--- config.mk ---
export PLATFORM = sky130hd
export DESIGN_NAME = wiggle_gpio_wb
export DESIGN_NICKNAME = d
export VERILOG_FILES = /design/src/rtl/wiggle_gpio_pkg.sv /design/src/rtl/wiggle_gpio_wb_sync_edge.sv /design/src/rtl/wiggle_gpio_wb.sv
export SDC_FILE = /design/constraint.sdc
export NUM_CORES = 1
export LEC_CHECK = 0
export CORE_MARGIN = 2
export CORE_UTILIZATION = 41
export CTS_CLUSTER_DIAMETER = 150
export CTS_CLUSTER_SIZE = 28
export DETAILED_ROUTE_END_ITERATION = 7
export SLEW_MARGIN = 20
export SYNTH_ARGS = -nofsm -noshare
export SYNTH_HDL_FRONTEND = slang
export SYNTH_SLANG_ARGS = --single-unit
--- constraint.sdc ---
create_clock -name wb_clk_i -period 16.2 [get_ports wb_clk_i]
set_clock_uncertainty 0.1 [all_clocks]
set_input_delay 3.24 -clock wb_clk_i [delete_from_list [all_inputs] [get_ports wb_clk_i]]
set_output_delay 3.24 -clock wb_clk_i [all_outputs]
set_load 0.02 [all_outputs]
--- src/rtl/wiggle_gpio_pkg.sv ---
// Shared definitions for the wiggle GPIO Wishbone register block:
// register byte offsets, the default ID constant, the decoded register
// select and a byte-lane merge helper.
package wiggle_gpio_pkg;

  localparam logic [4:0] REG_A_OUT      = 5'h00;
  localparam logic [4:0] REG_A_OE       = 5'h04;
  localparam logic [4:0] REG_A_TGL_MASK = 5'h08;
  localparam logic [4:0] REG_WIGGLE_DIV = 5'h0C;
  localparam logic [4:0] REG_B_IN       = 5'h10;
  localparam logic [4:0] REG_B_EDGE_ST  = 5'h14;
  localparam logic [4:0] REG_B_EDGE_MSK = 5'h18;
  localparam logic [4:0] REG_ID         = 5'h1C;

  localparam logic [31:0] ID_VALUE_DEFAULT = 32'h5749_4747;

  // Register select taken from address bits [4:2].
  typedef enum logic [2:0] {
    SEL_A_OUT  = REG_A_OUT[4:2],
    SEL_A_OE   = REG_A_OE[4:2],
    SEL_A_TGL  = REG_A_TGL_MASK[4:2],
    SEL_DIV    = REG_WIGGLE_DIV[4:2],
    SEL_B_IN   = REG_B_IN[4:2],
    SEL_B_STAT = REG_B_EDGE_ST[4:2],
    SEL_B_MASK = REG_B_EDGE_MSK[4:2],
    SEL_ID     = REG_ID[4:2]
  } reg_sel_e;

  // Replace the bytes of old_v enabled in sel with the bytes of new_v.
  function automatic logic [31:0] byte_merge(input logic [31:0] old_v,
                                             input logic [31:0] new_v,
                                             input logic [3:0]  sel);
    logic [31:0] r;
    r = old_v;
    for (int b = 0; b < 4; b++) begin
      if (sel[b]) r[b*8 +: 8] = new_v[b*8 +: 8];
    end
    return r;
  endfunction

endpackage

--- src/rtl/wiggle_gpio_wb_sync_edge.sv ---
// gpio_b input synchroniser (STAGES flops deep) followed by a per-bit
// rising-edge detector against the previous synchronised value.
module wiggle_sync_edge #(
  parameter int W      = 32,
  parameter int STAGES = 2
) (
  input  logic         clk_i,
  input  logic         rst_i,
  input  logic [W-1:0] d_i,
  output logic [W-1:0] sync_o,
  output logic [W-1:0] rise_o
);

  logic [W-1:0] chain_q [STAGES];
  logic [W-1:0] prev_q;

  // Shift the asynchronous input through the chain; remember last sync value.
  always_ff @(posedge clk_i or posedge rst_i) begin
    if (rst_i) begin
      for (int i = 0; i < STAGES; i++) chain_q[i] <= '0;
      prev_q <= '0;
    end else begin
      chain_q[0] <= d_i;
      for (int i = 1; i < STAGES; i++) chain_q[i] <= chain_q[i-1];
      prev_q <= chain_q[STAGES-1];
    end
  end

  assign sync_o = chain_q[STAGES-1];
  assign rise_o = sync_o & ~prev_q;

endmodule

--- src/rtl/wiggle_gpio_wb.sv ---
// Wishbone B4 classic register slave for the wiggle design: drives gpio_a
// (static or self-timed toggling) and samples gpio_b with rising-edge
// status and a level interrupt.
// Optional build macro WIGGLE_GPIO_WB_ERR_EN: unmapped accesses and writes
// to read-only registers answer with wb_err_o instead of wb_ack_o.
module wiggle_gpio_wb
  import wiggle_gpio_pkg::*;
#(
  parameter int          GPIO_W      = 32,
  parameter int          ADDR_W      = 8,
  parameter int          DIV_W       = 24,
  parameter int          SYNC_STAGES = 2,
  parameter logic [31:0] ID_VALUE    = ID_VALUE_DEFAULT
) (
  input  logic              wb_clk_i,
  input  logic              wb_rst_i,
  input  logic              wb_cyc_i,
  input  logic              wb_stb_i,
  input  logic              wb_we_i,
  input  logic [ADDR_W-1:0] wb_adr_i,
  input  logic [31:0]       wb_dat_i,
  input  logic [3:0]        wb_sel_i,
  output logic [31:0]       wb_dat_o,
  output logic              wb_ack_o,
  output logic              wb_err_o,
  output logic [GPIO_W-1:0] gpio_a_o,
  output logic [GPIO_W-1:0] gpio_a_oe,
  input  logic [GPIO_W-1:0] gpio_b_i,
  output logic              irq_o
);

  logic [GPIO_W-1:0] a_out_q, a_out_d, a_oe_q, a_oe_d, tgl_q, tgl_d;
  logic [GPIO_W-1:0] stat_q, stat_d, emask_q, emask_d;
  logic [DIV_W-1:0]  div_q, div_d, cnt_q, cnt_d;
  logic [31:0]       dat_q, dat_d, rd_val;
  logic              ack_q, ack_d, err_q, err_d, irq_q, irq_d;
  logic              req, wr, tick, bad, unmapped;
  logic [GPIO_W-1:0] b_sync, b_rise;
  reg_sel_e          rsel;
  logic              unused_adr;

  wiggle_sync_edge #(.W(GPIO_W), .STAGES(SYNC_STAGES)) u_sync_edge (
    .clk_i  (wb_clk_i),
    .rst_i  (wb_rst_i),
    .d_i    (gpio_b_i),
    .sync_o (b_sync),
    .rise_o (b_rise)
  );

  if (ADDR_W > 5) begin : g_hi_adr
    assign unmapped = |wb_adr_i[ADDR_W-1:5];
  end else begin : g_no_hi_adr
    assign unmapped = 1'b0;
  end

  assign unused_adr = ^wb_adr_i[1:0];
  assign rsel       = reg_sel_e'(wb_adr_i[4:2]);
  // A response in flight blocks a new request so ack is a one-cycle pulse.
  assign req        = wb_cyc_i & wb_stb_i & ~(ack_q | err_q);
  assign wr         = req & wb_we_i & ~unmapped;
  assign tick       = (div_q != '0) && (cnt_q == div_q);

`ifdef WIGGLE_GPIO_WB_ERR_EN
  assign bad = unmapped | (wb_we_i & ((rsel == SEL_B_IN) | (rsel == SEL_ID)));
`else
  assign bad = 1'b0;
`endif

  // Read multiplexer; unmapped offsets read as zero.
  always_comb begin
    rd_val = '0;
    if (!unmapped) begin
      case (rsel)
        SEL_A_OUT:  rd_val = 32'(a_out_q);
        SEL_A_OE:   rd_val = 32'(a_oe_q);
        SEL_A_TGL:  rd_val = 32'(tgl_q);
        SEL_DIV:    rd_val = 32'(div_q);
        SEL_B_IN:   rd_val = 32'(b_sync);
        SEL_B_STAT: rd_val = 32'(stat_q);
        SEL_B_MASK: rd_val = 32'(emask_q);
        SEL_ID:     rd_val = ID_VALUE;
        default:    rd_val = '0;
      endcase
    end
  end

  // Next state: wiggle tick first, then software writes override it; a new
  // edge is OR-ed in last so it survives a simultaneous W1C.
  always_comb begin
    a_out_d = a_out_q;
    a_oe_d  = a_oe_q;
    tgl_d   = tgl_q;
    div_d   = div_q;
    emask_d = emask_q;
    stat_d  = stat_q;
    dat_d   = dat_q;
    ack_d   = req & ~bad;
    err_d   = req & bad;
    irq_d   = |(stat_q & emask_q);
    if (tick) a_out_d = a_out_q ^ tgl_q;
    if (div_q == '0 || tick) cnt_d = '0;
    else                     cnt_d = cnt_q + DIV_W'(1);
    if (req && !wb_we_i) dat_d = bad ? '0 : rd_val;
    if (wr) begin
      case (rsel)
        SEL_A_OUT:  a_out_d = GPIO_W'(byte_merge(32'(a_out_q), wb_dat_i, wb_sel_i));
        SEL_A_OE:   a_oe_d  = GPIO_W'(byte_merge(32'(a_oe_q), wb_dat_i, wb_sel_i));
        SEL_A_TGL:  tgl_d   = GPIO_W'(byte_merge(32'(tgl_q), wb_dat_i, wb_sel_i));
        SEL_DIV: begin
          div_d = DIV_W'(byte_merge(32'(div_q), wb_dat_i, wb_sel_i));
          cnt_d = '0;
        end
        SEL_B_STAT: stat_d  = stat_q & ~GPIO_W'(byte_merge(32'h0, wb_dat_i, wb_sel_i));
        SEL_B_MASK: emask_d = GPIO_W'(byte_merge(32'(emask_q), wb_dat_i, wb_sel_i));
        default: ;
      endcase
    end
    stat_d = stat_d | b_rise;
  end

  // Register state.
  always_ff @(posedge wb_clk_i or posedge wb_rst_i) begin
    if (wb_rst_i) begin
      a_out_q <= '0;
      a_oe_q  <= '0;
      tgl_q   <= '0;
      div_q   <= '0;
      cnt_q   <= '0;
      stat_q  <= '0;
      emask_q <= '0;
      dat_q   <= '0;
      ack_q   <= 1'b0;
      err_q   <= 1'b0;
      irq_q   <= 1'b0;
    end else begin
      a_out_q <= a_out_d;
      a_oe_q  <= a_oe_d;
      tgl_q   <= tgl_d;
      div_q   <= div_d;
      cnt_q   <= cnt_d;
      stat_q  <= stat_d;
      emask_q <= emask_d;
      dat_q   <= dat_d;
      ack_q   <= ack_d;
      err_q   <= err_d;
      irq_q   <= irq_d;
    end
  end

  assign wb_dat_o  = dat_q;
  assign wb_ack_o  = ack_q;
  assign wb_err_o  = err_q;
  assign gpio_a_o  = a_out_q;
  assign gpio_a_oe = a_oe_q;
  assign irq_o     = irq_q;

endmodule
**Word level (Yosys, flattened, before mapping)**

Index checks and enable logic that the tools add are counted.

- Logic and storage cells: 103
- Register bits after elaboration: 338
- ROM bits: 0
- Input bits: 81
- RAM bits: 0
- Latch bits: 0
- Memories: 0

- Bitwise operators: 13
- Magnitude comparators: 0
- Shift-type cells: 0
- Add/subtract/negate cells: 1
- Multiplexer cells: 26
- Equality and inequality tests: 12
- Reduce and logical (&&, ||, !) cells: 24
- Divide/modulo/power cells: 0
- Multipliers: 0

Operators with widths:

| operator | number |
|---|---|
| 32-bit case mux with 8 select lines | 1 |
| 32-bit two-way mux | 6 |
| 8-bit two-way mux | 16 |
| 32-bit AND | 3 |
| 24-bit two-way mux | 3 |
| 32-bit inverter | 2 |
| 3-bit AND reduction | 15 |
| 32-bit bitwise OR | 1 |
| 32-bit OR reduction | 1 |
| 32-bit XOR | 1 |
| 24-bit by 1-bit adder with 24-bit output (second input constant) | 1 |
| 24-bit equality test | 1 |
| 24-bit logical NOT | 1 |
| 24-bit nonzero test | 1 |
| 3-bit equality test (second input constant) | 4 |
| 3-bit != test (second input constant) | 4 |
| 3-bit by 2-bit equality test with 1-bit output (second input constant) | 2 |
| 1-bit AND | 4 |
| 3-bit by 1-bit equality test with 1-bit output (second input constant) | 1 |
| 3-bit logical NOT | 1 |
| 3-bit OR reduction | 1 |
| 1-bit logical AND | 2 |
| 1-bit inverter | 2 |
| 1-bit logical NOT | 1 |
| 1-bit logical OR | 1 |

**Longest topological paths before layout**

- Depth after elaboration: 10
- Mapped depth: 8

**Modules after synthesis**

Synthesis repeated with hierarchy kept, for this count alone.

- Cell total of the unflattened synthesis: 1332
- Area total of the unflattened synthesis: 15792.6 µm²

By module, submodules not included:

| module | area each (µm²) | times used | cells an instance | seq. area each (µm²) |
|---|---|---|---|---|
| wiggle_gpio_wb | 12705.9 | 1 | 1171 | 6055.8 |
| wiggle_sync_edge | 3086.7 | 1 | 161 | 2402.3 |

**Worst setup path before layout**

No wires, ideal clock.

- Kind: input to register
- From: in wb_adr_i[3]
- To: reg a_out_q[24], in the netlist gpio_a_o[24]
- Setup slack: 11514 ps
- Library setup time: 126 ps
- Required time: 15974 ps
- Arrival: 4460 ps
- Buffers on the path: 3
- Stages: 8
- Cells stage by stage: buf_2 nor2_1 and4_1 buf_4 nand2_2 buf_2 mux2i_1 mux2i_1

- Longest elaborated chain between the ends: 3

RTL lines:

| element | line | source |
|---|---|---|
| from (decl) | wiggle_gpio_wb.sv:20 | `input logic [ADDR_W-1:0] wb_adr_i,` |
| 3-bit logical NOT (*) | wiggle_gpio_wb.sv:105 | `case (rsel)` |
| 32-bit two-way mux | wiggle_gpio_wb.sv:105 |  |
| 32-bit two-way mux | wiggle_gpio_wb.sv:104 | `if (wr) begin` |
| to (signal assigned) | wiggle_gpio_wb.sv:136 | `a_out_q <= a_out_d;` |
| to (decl) | wiggle_gpio_wb.sv:32 | `logic [GPIO_W-1:0] a_out_q, a_out_d, a_oe_q, a_oe_d, tgl_q, tgl_d;` |

Every way passes the cells marked *; elsewhere a longest branch is shown, timed or not.
A chain may end at the register's enable or synchronous reset.

**Worst setup path after layout**

- From: in wb_adr_i[2]
- To: reg div_q[5]

- Longest elaborated chain between the ends: 2

RTL lines:

| element | line | source |
|---|---|---|
| 3-bit by 2-bit equality test with 1-bit output | wiggle_gpio_wb.sv:105 |  |
| 3-bit AND reduction (no line) | n/a |  |
| to (signal assigned) | wiggle_gpio_wb.sv:139 | `div_q <= div_d;` |
| to (decl) | wiggle_gpio_wb.sv:34 | `logic [DIV_W-1:0] div_q, div_d, cnt_q, cnt_d;` |

No other way between the ends.

==> results.py <==
metrics = {
    "cells_and_area": {
        "final_net_count": 1491,
        "drive_above_1_share": 0.1448,
        "antenna_cells": 0,
        "fin_util": 0.4864,
        "syn_to_final_growth_pct": 17.22,
    },
    "critical_path": {
        "rr_startpoint": "div_q[3]$_DFFE_PP0P_",
        "crit_type": "primary input to flip-flop",
        "crit_path_start_kind": "primary input",
        "worst-endpoint-required_ns": 16.51,
        "endpoint_kind": "flip-flop",
        "crit_arrival_ns": 6.36,
        "worstRegToRegCells": 6,
        "crit_fanout": 42,
        "crit_start": "wb_adr_i[2]",
    },
    "global_routing": {
        "grt_pass1_wl_um": 70430,
        "gr-total-overflow": 0,
        "grt_util_met2": 0.3913,
        "grt.met1_usage": 0.3388,
        "grtUsageTotal": 0.2421,
        "busiest_layer": "met2",
        "globalRouteMet3Util": 0.04023,
        "antenna_found_initial": 1,
        "grt_start_max_net_pins": 136,
        "grt_pass1_vias": 11090,
    },
    "synthesis": {
        "synth_top_area_cell": "dfrtp_1",
        "synth_ff_type": "dfrtp_1",
        "synth_top_area_frac": 0.5594,
        "syn_nets": 1349,
        "syn_inst": 1267,
        "synth_edf_count": 0,
        "ys_seq_area_frac": 0.5594,
        "yosysWarningCount": 0,
        "synthArstFlopShare": 1.000,
        "synth.area.top_cells": "dfrtp_1 (56%), mux2_2 (9.8%), mux2i_1 (5.5%)",
        "syn-cell-area_um2": 15120,
        "syn_avg_cell_area_um2": 11.93,
        "ys_seq_elements": 338,
        "yosysUniqueCellTypes": 66,
    },
    "floorplan": {
        "die_y_um": 196.0,
        "std_cell_rows": 70,
        "ios": 180,
        "core_um2": 36430,
        "die-width_um": 196.0,
        "die_area_um2": 38430,
        "initial_core_util": 0.4150,
    },
    "worst_hold_path": {
        "worstHoldPathType": "flip-flop to flip-flop",
        "min-delay-start": "u_sync_edge.chain_q[50]$_DFF_PP0_",
        "whs_path_depth": 0,
    },
    "cts": {
        "cts.sinks": 338,
        "postCtsSetupBuffers": 0,
        "holdBufCountCts": 0,
        "insertion_delay_ns": 0.53,
        "cts_max_level": 1,
        "post_cts_resized": 0,
        "cts_buffer_depth": 3,
        "cts_tree": "built",
        "numCtsBuffers": 16,
        "cts.reportedPaths.clkPinSlew_ns": 0.11,
        "clockRootBuffer": "clkbuf_16",
    },
    "place": {
        "hpwl_um": 30980,
        "place_congestion": 0.8558,
        "port_buffers": 176,
    },
    "power": {
        "vdd_ir_drop_max_mv": 0.06891,
        "p_total_mw": 1.718,
        "p_leak_nw": 8.122,
        "power_density_nw_per_um2": 96.92,
    },
    "sta": {
        "setup_tns_ns": 0,
        "period_minus_slack_ns": 6.048,
        "fmax_ghz": 0.1653,
        "hold_viol_final": 0,
        "period_share": 0.3733,
        "setup_viol": 0,
        "finalMaxSlewViolations": 0,
        "max_slew_margin": 0.3422,
        "rsz0062_at_grt": "no",
        "fin_worst_hold_slack_ns": 0.2481,
        "worstMarginPinSlew_ns": 0.9866,
    },
    "routing": {
        "totalWireLength_um": 46710,
        "viasPerCell": 5.849,
        "drt-initial-drc-count": 831,
        "post_drt_wl_per_cell_um": 24.89,
        "vias": 10980,
        "post-route-drc-count": 0,
        "firstDrtPassIters": 7,
        "antenna_left": 0,
    },
    "run_status": {
        "status": "complete, no violations",
    },
    "run": {
        "maxCapViolCount": 0,
    },
}
## per-layer routing
metal	share of wire	wire (um)	vias up
met4	0.028	1320	0
met5	0	0	-
met1	0.44	20660	5742
met3	0.059	2733	71
li1	-	-	4842
met2	0.47	22000	324
## through the flow
stage / cell area, um^2 / setup slack (ns) / std cells
2_1_floorplan: 15120 / 3.493 / 1267
3_3_place_gp: 17260 / 9.702 / 1859
3_5_place_dp: 17260 / 9.682 / 1859
4_1_cts: 17710 / 10.23 / 1877
5_1_grt: 17720 / 10.05 / 1877
6_report: 17720 / 10.15 / 1877
## flip-flops by register name, summed over array words and instances, names as in the netlist
| register | cells |
|---|---|
| stat_q | 32 |
| u_sync_edge.prev_q | 32 |
| emask_q | 32 |
| gpio_a_o | 32 |
| wb_ack_o | 1 |
| cnt_q | 24 |
| tgl_q | 32 |
| irq_o | 1 |
| u_sync_edge.sync_o | 32 |
| gpio_a_oe | 32 |
| u_sync_edge.chain_q | 32 |
| wb_dat_o | 32 |
| div_q | 24 |
## worst max-delay path, cell delays in order
cell	delay (ns)
buf_2	0.08
buf_4	0.44
buf_4	0.61
inv_1	0.53
nor3_2	0.55
nand2_1	0.41
mux2_1	0.45
## logic make-up after synthesis
logic type	count (synthesis)	synth area share
flip-flops	338	0.5594
multiplexers	221	0.1577
XOR/XNOR	46	0.02714
AND/OR/NAND/NOR	251	0.08913
AO/OA/AOI/OAI	271	0.1244
buffers and inverters	138	0.04113
adder cells (fa/ha/maj)	1	0.0008274
other	1	0.0002480
## layout by cell type, fill, tap and decap left out, drive strengths merged, types with 11 or more instances in the layout
master	n
clkbuf	17
nand2	98
a31oi	26
o21ai	66
nor2	46
a22o	47
mux2	138
mux2i	83
xnor2	36
dfrtp	338
o31ai	17
clkdlybuf4s50	174
a22oi	14
nand3	11
a21oi	25
inv	64
nand4	46
buf	24
a221oi	11
## area by class of cell
type	count	area [um^2]
fill	3325	18710
sequential	338	8458
multi-input combinational	791	6060
timing repair buffer	198	1917
tap	468	585.6
clock buffer	17	425.4
inverter	64	247.7
clock inverter	1	30.03
## cell usage after synthesis (5+ instances only)
library cell / n
nand3_1: 11
nand4_1: 39
a21boi_0: 6
o22ai_1: 10
dfrtp_1: 338
nand2_1: 92
nand2_2: 6
nor2b_1: 6
a21o_1: 5
buf_2: 22
a221oi_1: 11
mux2_1: 7
nor2_1: 46
a21oi_1: 25
mux2_2: 131
xnor2_1: 35
inv_1: 64
a22o_1: 47
clkbuf_1: 32
o31ai_1: 17
a211oi_1: 8
buf_6: 5
o21ai_0: 66
mux2i_1: 83
a22oi_1: 14
xor2_1: 10
o21bai_1: 8
buf_4: 9
o221ai_1: 9
nand4_2: 7
a31oi_1: 26
## power by group
group / leakage [nW] / internal [mW] / switching [mW]
Clock: 0.221 / 0.194 / 0.275
Sequential: 4.30 / 0.887 / 0.0424
Combinational: 3.60 / 0.123 / 0.197
Total: 8.12 / 1.20 / 0.514
## final timing paths
kind / to / slack [ns]
setup / recovery: div_q[5]$_DFFE_PP0P_ / 10.15
hold / removal: u_sync_edge.sync_o[18]$_DFF_PP0_ / 0.25
setup reg to reg: cnt_q[13]$_DFF_PP0_ / 13.41
hold reg to reg: u_sync_edge.sync_o[18]$_DFF_PP0_ / 0.25
max in group asynchronous: div_q[13]$_DFFE_PP0P_ / 10.52
min in group asynchronous: gpio_a_oe[29]$_DFFE_PP0P_ / 3.19
No activity file was read; power rests on OpenSTA's default activity.
==> RTL edit 1 (same settings) <==
Set the parameter `DIV_W` to 48 (it was 24).
--- a/src/rtl/wiggle_gpio_wb.sv
+++ b/src/rtl/wiggle_gpio_wb.sv
@@ -8,7 +8,7 @@
 #(
   parameter int          GPIO_W      = 32,
   parameter int          ADDR_W      = 8,
-  parameter int          DIV_W       = 24,
+  parameter int          DIV_W       = 48,
   parameter int          SYNC_STAGES = 2,
   parameter logic [31:0] ID_VALUE    = ID_VALUE_DEFAULT
 ) (
Check against the original RTL: not equivalent (a bounded check fails within 4 cycles, from zero or initial values and one cycle with wb_rst_i high).
==> RTL edit 1 against the original RTL <==
- clock power increased by 6.2%
- final cell count is 19% higher
- cell area grew 11%
- count of clock-buffer cells in the layout unchanged
- sequential cell count rose by 32
- total power up 12%
- synthesized cell count rose by 26%
- synthesized area is 12% higher
- combinational power increased by 20%
- worst setup slack better by 0.053 ns
- global-route usage increased by 1.2 points
- routed wire length increased by 18%
==> RTL edit 1: results (changes against the original RTL) <==
{
  "outcome": {"value": "complete, no violations"},
  "pin_count_of_the_biggest_net_entering_global_routing": {"value": 174, "change": "+28%"},
  "wirelength_met1": {"value": 25300, "unit": "µm", "change": "+23%"},
  "muxShareOfSynthArea": {"value": 0.103, "change": "-0.0547"},
  "synth_compound_area_frac": {"value": 0.126, "change": "+0.00144"},
  "first_iter_violations": {"value": 1318, "change": "+59%"},
  "cell_internal_pwr": {"value": 1.30, "unit": "mW", "change": "+8.1%"},
  "worst_path_largest_cell_delay": {"value": 0.69, "unit": "ns", "change": "+0.08 ns"},
  "slowest_stage": {"value": "sky130_fd_sc_hd__nand2_1"},
  "hold_start": {"value": "u_sync_edge.chain_q[54]"},
  "cts_made_buffers": {"value": 17, "change": "+1"},
  "dpl-instance-area": {"value": 19200, "unit": "µm²", "change": "+11%"},
  "grt_util_met2": {"value": 0.369, "change": "-0.0227"},
  "nNetsFinal": {"value": 1791, "change": "+20%"},
  "place_hpwl": {"value": 39200, "unit": "µm", "change": "+27%"},
  "post_route_cells_drive_above_1_share": {"value": 0.0363, "change": "-0.109"},
  "synth.top_cells.by_count": {"value": "sky130_fd_sc_hd__dfrtp_1 (370), sky130_fd_sc_hd__nor2_1 (173), sky130_fd_sc_hd__mux2_1 (128)"},
  "per_cell_via_count_in_the_routed_design": {"value": 5.98, "change": "+2.3%"},
  "reg2reg_to": {"value": "gpio_a_o[18]"},
  "p_leak": {"value": 8.59, "unit": "nW", "change": "+5.8%"},
  "termination_of_the_worst_setup_path": {"value": "wb_dat_o[19]"},
  "worst_ir_drop_vdd": {"value": 0.0690, "unit": "mV", "change": "about the same"},
  "post-place-ws": {"value": 9.69, "unit": "ns", "change": "+0.0124 ns"},
  "place_congestion": {"value": 0.917, "change": "+7.2%"},
  "timing_worst_slew_pin_value": {"value": 1.04, "unit": "ns", "change": "+0.0553 ns"},
  "post-place-cells": {"value": 2222, "change": "+20%"},
  "clock_latency": {"value": 0.55, "unit": "ns", "change": "+0.02 ns"},
  "dr_wl_met2": {"value": 23800, "unit": "µm", "change": "+8.2%"},
  "crit_path_start": {"value": "wb_adr_i[4]"},
  "rr_worst_depth": {"value": 7, "change": "+1"},
  "min_period_over_period": {"value": 0.370, "change": "-0.00330"},
  "register_to_register_setup_slack": {"value": 12.80, "unit": "ns", "change": "-0.61 ns"}
}
## RTL edit 1: cell count changes after synthesis, sizes merged, moves of 21 or more
cell / delta
o211ai: +24
a31oi: -25
nand2: +24
o21ai: +21
mux2i: -64
dfrtp: +32
nor4: +35
buf: -24
xor2: +44
nand3: +45
clkbuf: +46
nor2: +127
## RTL edit 1: power by group through the flow
stage               registers [mW]  clock network [mW]  logic [mW]
floorplan                     1.07                   0       0.184
global placement              1.05                   0       0.376
detailed placement            1.05                   0       0.380
CTS                           1.03               0.512       0.380
global route                  1.04               0.541       0.409
finish                        1.03               0.498       0.383
## RTL edit 1: final cells by class
| cell class | count | area [µm²] |
|---|---|---|
| Sequential cell | 370 | 9260 |
| Multi-Input combinational cell | 1081 | 7160 |
| Fill cell | 3732 | 21200 |
| Inverter | 44 | 173 |
| Tap cell | 532 | 666 |
| Clock inverter | 2 | 38.8 |
| Timing Repair Buffer | 195 | 1910 |
| Clock buffer | 17 | 425 |
==> RTL edit 2 (same settings) <==
Without the edit above. Make the reset (`rst_i` and `wb_rst_i`) synchronous in 2 clocked blocks. Comments in the files are not updated.
--- a/src/rtl/wiggle_gpio_wb_sync_edge.sv
+++ b/src/rtl/wiggle_gpio_wb_sync_edge.sv
@@ -15,7 +15,7 @@
   logic [W-1:0] prev_q;
 
   // Shift the asynchronous input through the chain; remember last sync value.
-  always_ff @(posedge clk_i or posedge rst_i) begin
+  always_ff @(posedge clk_i) begin
     if (rst_i) begin
       for (int i = 0; i < STAGES; i++) chain_q[i] <= '0;
       prev_q <= '0;
--- a/src/rtl/wiggle_gpio_wb.sv
+++ b/src/rtl/wiggle_gpio_wb.sv
@@ -119,7 +119,7 @@
   end
 
   // Register state.
-  always_ff @(posedge wb_clk_i or posedge wb_rst_i) begin
+  always_ff @(posedge wb_clk_i) begin
     if (wb_rst_i) begin
       a_out_q <= '0;
       a_oe_q  <= '0;
Behaviour: differs if wb_rst_i is asserted again (counterexample within 4 cycles, from zero or initial values and one cycle with wb_rst_i high); with wb_rst_i held inactive, the same outputs for 4 cycles.
==> RTL edit 2 against the original RTL <==
- synthesized cell count grew 33%
- sequential cell count is the same
- routed wire length grew 0.40%
- worst setup slack lost 0.043 ns
- synthesized area shrank 3.5%
- die area shrank 3.4%
- cell area shrank 4.1%
- critical endpoint is now gpio_a_o[22]
- highest routed layer unchanged
Power is not compared: it rests on default switching activity, and its combinational part moved more than twofold at a synthesized area within 25%.
==> RTL edit 2: results (changes against the original RTL) <==
{
  "drt_pre_antenna_iters": {"value": 6, "change": "-1"},
  "timing.critical_path.arrival": {"value": 6.35, "unit": "ns", "change": "about the same"},
  "grtUsageTotal": {"value": 0.248, "change": "+0.00592"},
  "muxShareOfSynthArea": {"value": 0.0508, "change": "-0.107"},
  "finalWirelength": {"value": 46900, "unit": "µm", "change": "+0.40%"},
  "cp_max_fo": {"value": 49, "change": "+17%"},
  "non_clock_inverter_count": {"value": 10, "change": "-84%"},
  "multi_input_area": {"value": 7270, "unit": "µm²", "change": "+20%"},
  "per_cell_via_count_in_the_routed_design": {"value": 5.62, "change": "-3.8%"},
  "outcome": {"value": "complete, no violations"},
  "clk_cell_area_share": {"value": 0.0268, "change": "+0.00109"},
  "final.signal_buffer_count": {"value": 193, "change": "-2.5%"},
  "synth.top_cells.by_count": {"value": "sky130_fd_sc_hd__dfxtp_1 (338), sky130_fd_sc_hd__nand2_1 (307), sky130_fd_sc_hd__a21oi_1 (209)"},
  "synth_seq_area_share": {"value": 0.464, "change": "-0.0957"},
  "synth_compound_area_frac": {"value": 0.185, "change": "+0.0610"},
  "n_fill_cell": {"value": 3440, "change": "+3.5%"},
  "synthTopCellsByArea": {"value": "sky130_fd_sc_hd__dfxtp_1 (46%), sky130_fd_sc_hd__nand2_1 (7.9%), sky130_fd_sc_hd__a21oi_1 (7.2%)"},
  "cts_root_buf": {"value": "sky130_fd_sc_hd__clkbuf_16"},
  "endpoint_of_the_worst_hold_path": {"value": "u_sync_edge.chain_q[0][63]"},
  "wire_length_of_the_first_global_routing_pass": {"value": 70700, "unit": "µm", "change": "+0.35%"},
  "num-multi-input-gates": {"value": 1217, "change": "+54%"},
  "reg2reg_to": {"value": "gpio_a_o[19]"},
  "layout.buffer.nonclock.area_share": {"value": 0.112, "change": "+0.00341"},
  "synthDominantCellAreaShare": {"value": 0.464, "change": "-0.0957"},
  "timing_worst_slew_pin_value": {"value": 1.11, "unit": "ns", "change": "+0.125 ns"},
  "synth_xor_area_frac": {"value": 0.0468, "change": "+0.0197"},
  "post_route_cells_drive_above_1_share": {"value": 0.0552, "change": "-0.0896"},
  "yosys.area_share.adder": {"value": 0.000857, "change": "+0.0000299"},
  "postSynth.asyncResetShare": {"value": 0, "change": "-1.00"},
  "design.seq.count": {"value": 338, "change": "unchanged"},
  "hold_start": {"value": "u_sync_edge.chain_q[0][31]"},
  "grt_pass1_vias": {"value": 11500, "change": "+4.0%"},
  "synthDistinctLibCells": {"value": 51, "change": "-23%"},
  "slowest_stage": {"value": "sky130_fd_sc_hd__or2_2"},
  "place_congestion": {"value": 0.903, "change": "+5.5%"},
  "worst_path_largest_cell_delay": {"value": 0.87, "unit": "ns", "change": "+0.26 ns"},
  "synthesis.nets": {"value": 1770, "change": "+31%"},
  "nNetsFinal": {"value": 1858, "change": "+25%"}
}
==> RTL edit 2: cell types whose count changed in the layout (fill, tap and decap cells not counted), sizes merged, moves of 35 or more <==
| cell | delta |
|---|---|
| a22o | -38 |
| nand2 | +209 |
| nor2b | +93 |
| xor2 | +35 |
| dfrtp | -338 |
| nand2b | +35 |
| mux2 | -122 |
| dfxtp | +338 |
| a21oi | +184 |
| inv | -54 |
| a221oi | +38 |
==> RTL edit 2: power by group <==
group / total, mW / internal [mW] / switching [mW]
clock: 0.467 / 0.193 / 0.274
sequential: 0.854 / 0.845 / 0.00888
combinational: 0.119 / 0.0450 / 0.0742
==> RTL edit 2: metrics by stage <==
step | total power, mW | area, µm² | std cells | worst slack [ns] | util
floorplan | 0.934 | 14600 | 1688 | 11.34 | -
global placement | 0.989 | 16500 | 2219 | 9.53 | 0.469
detailed placement | 0.990 | 16500 | 2219 | 9.57 | 0.469
CTS | 1.45 | 17000 | 2237 | 10.14 | 0.482
global route | 1.49 | 17000 | 2237 | 9.97 | 0.482
finish | 1.44 | 17000 | 2237 | 10.11 | 0.482
==> RTL edit 2: worst max-delay path by stage <==
stage	depth (start not counted)	slack (ns)	end
3_5_place_dp	6	9.57	gpio_a_o[22]
2_1_floorplan	7	11.34	gpio_a_o[15]
3_3_place_gp	6	9.53	gpio_a_o[22]
5_1_grt	6	9.97	gpio_a_o[22]
6_report	6	10.11	gpio_a_o[22]
4_1_cts	6	10.14	gpio_a_o[22]
==> RTL edit 2: metal layers <==
| metal | part of all wire | track usage | vias to the layer above |
|---|---|---|---|
| li1 | - | - | 6029 |
| met1 | 0.46 | 0.365 | 6001 |
| met2 | 0.44 | 0.382 | 501 |
| met3 | 0.087 | 0.0395 | 50 |
| met4 | 0.019 | 0.0493 | 0 |
| met5 | 0 | 0 | - |
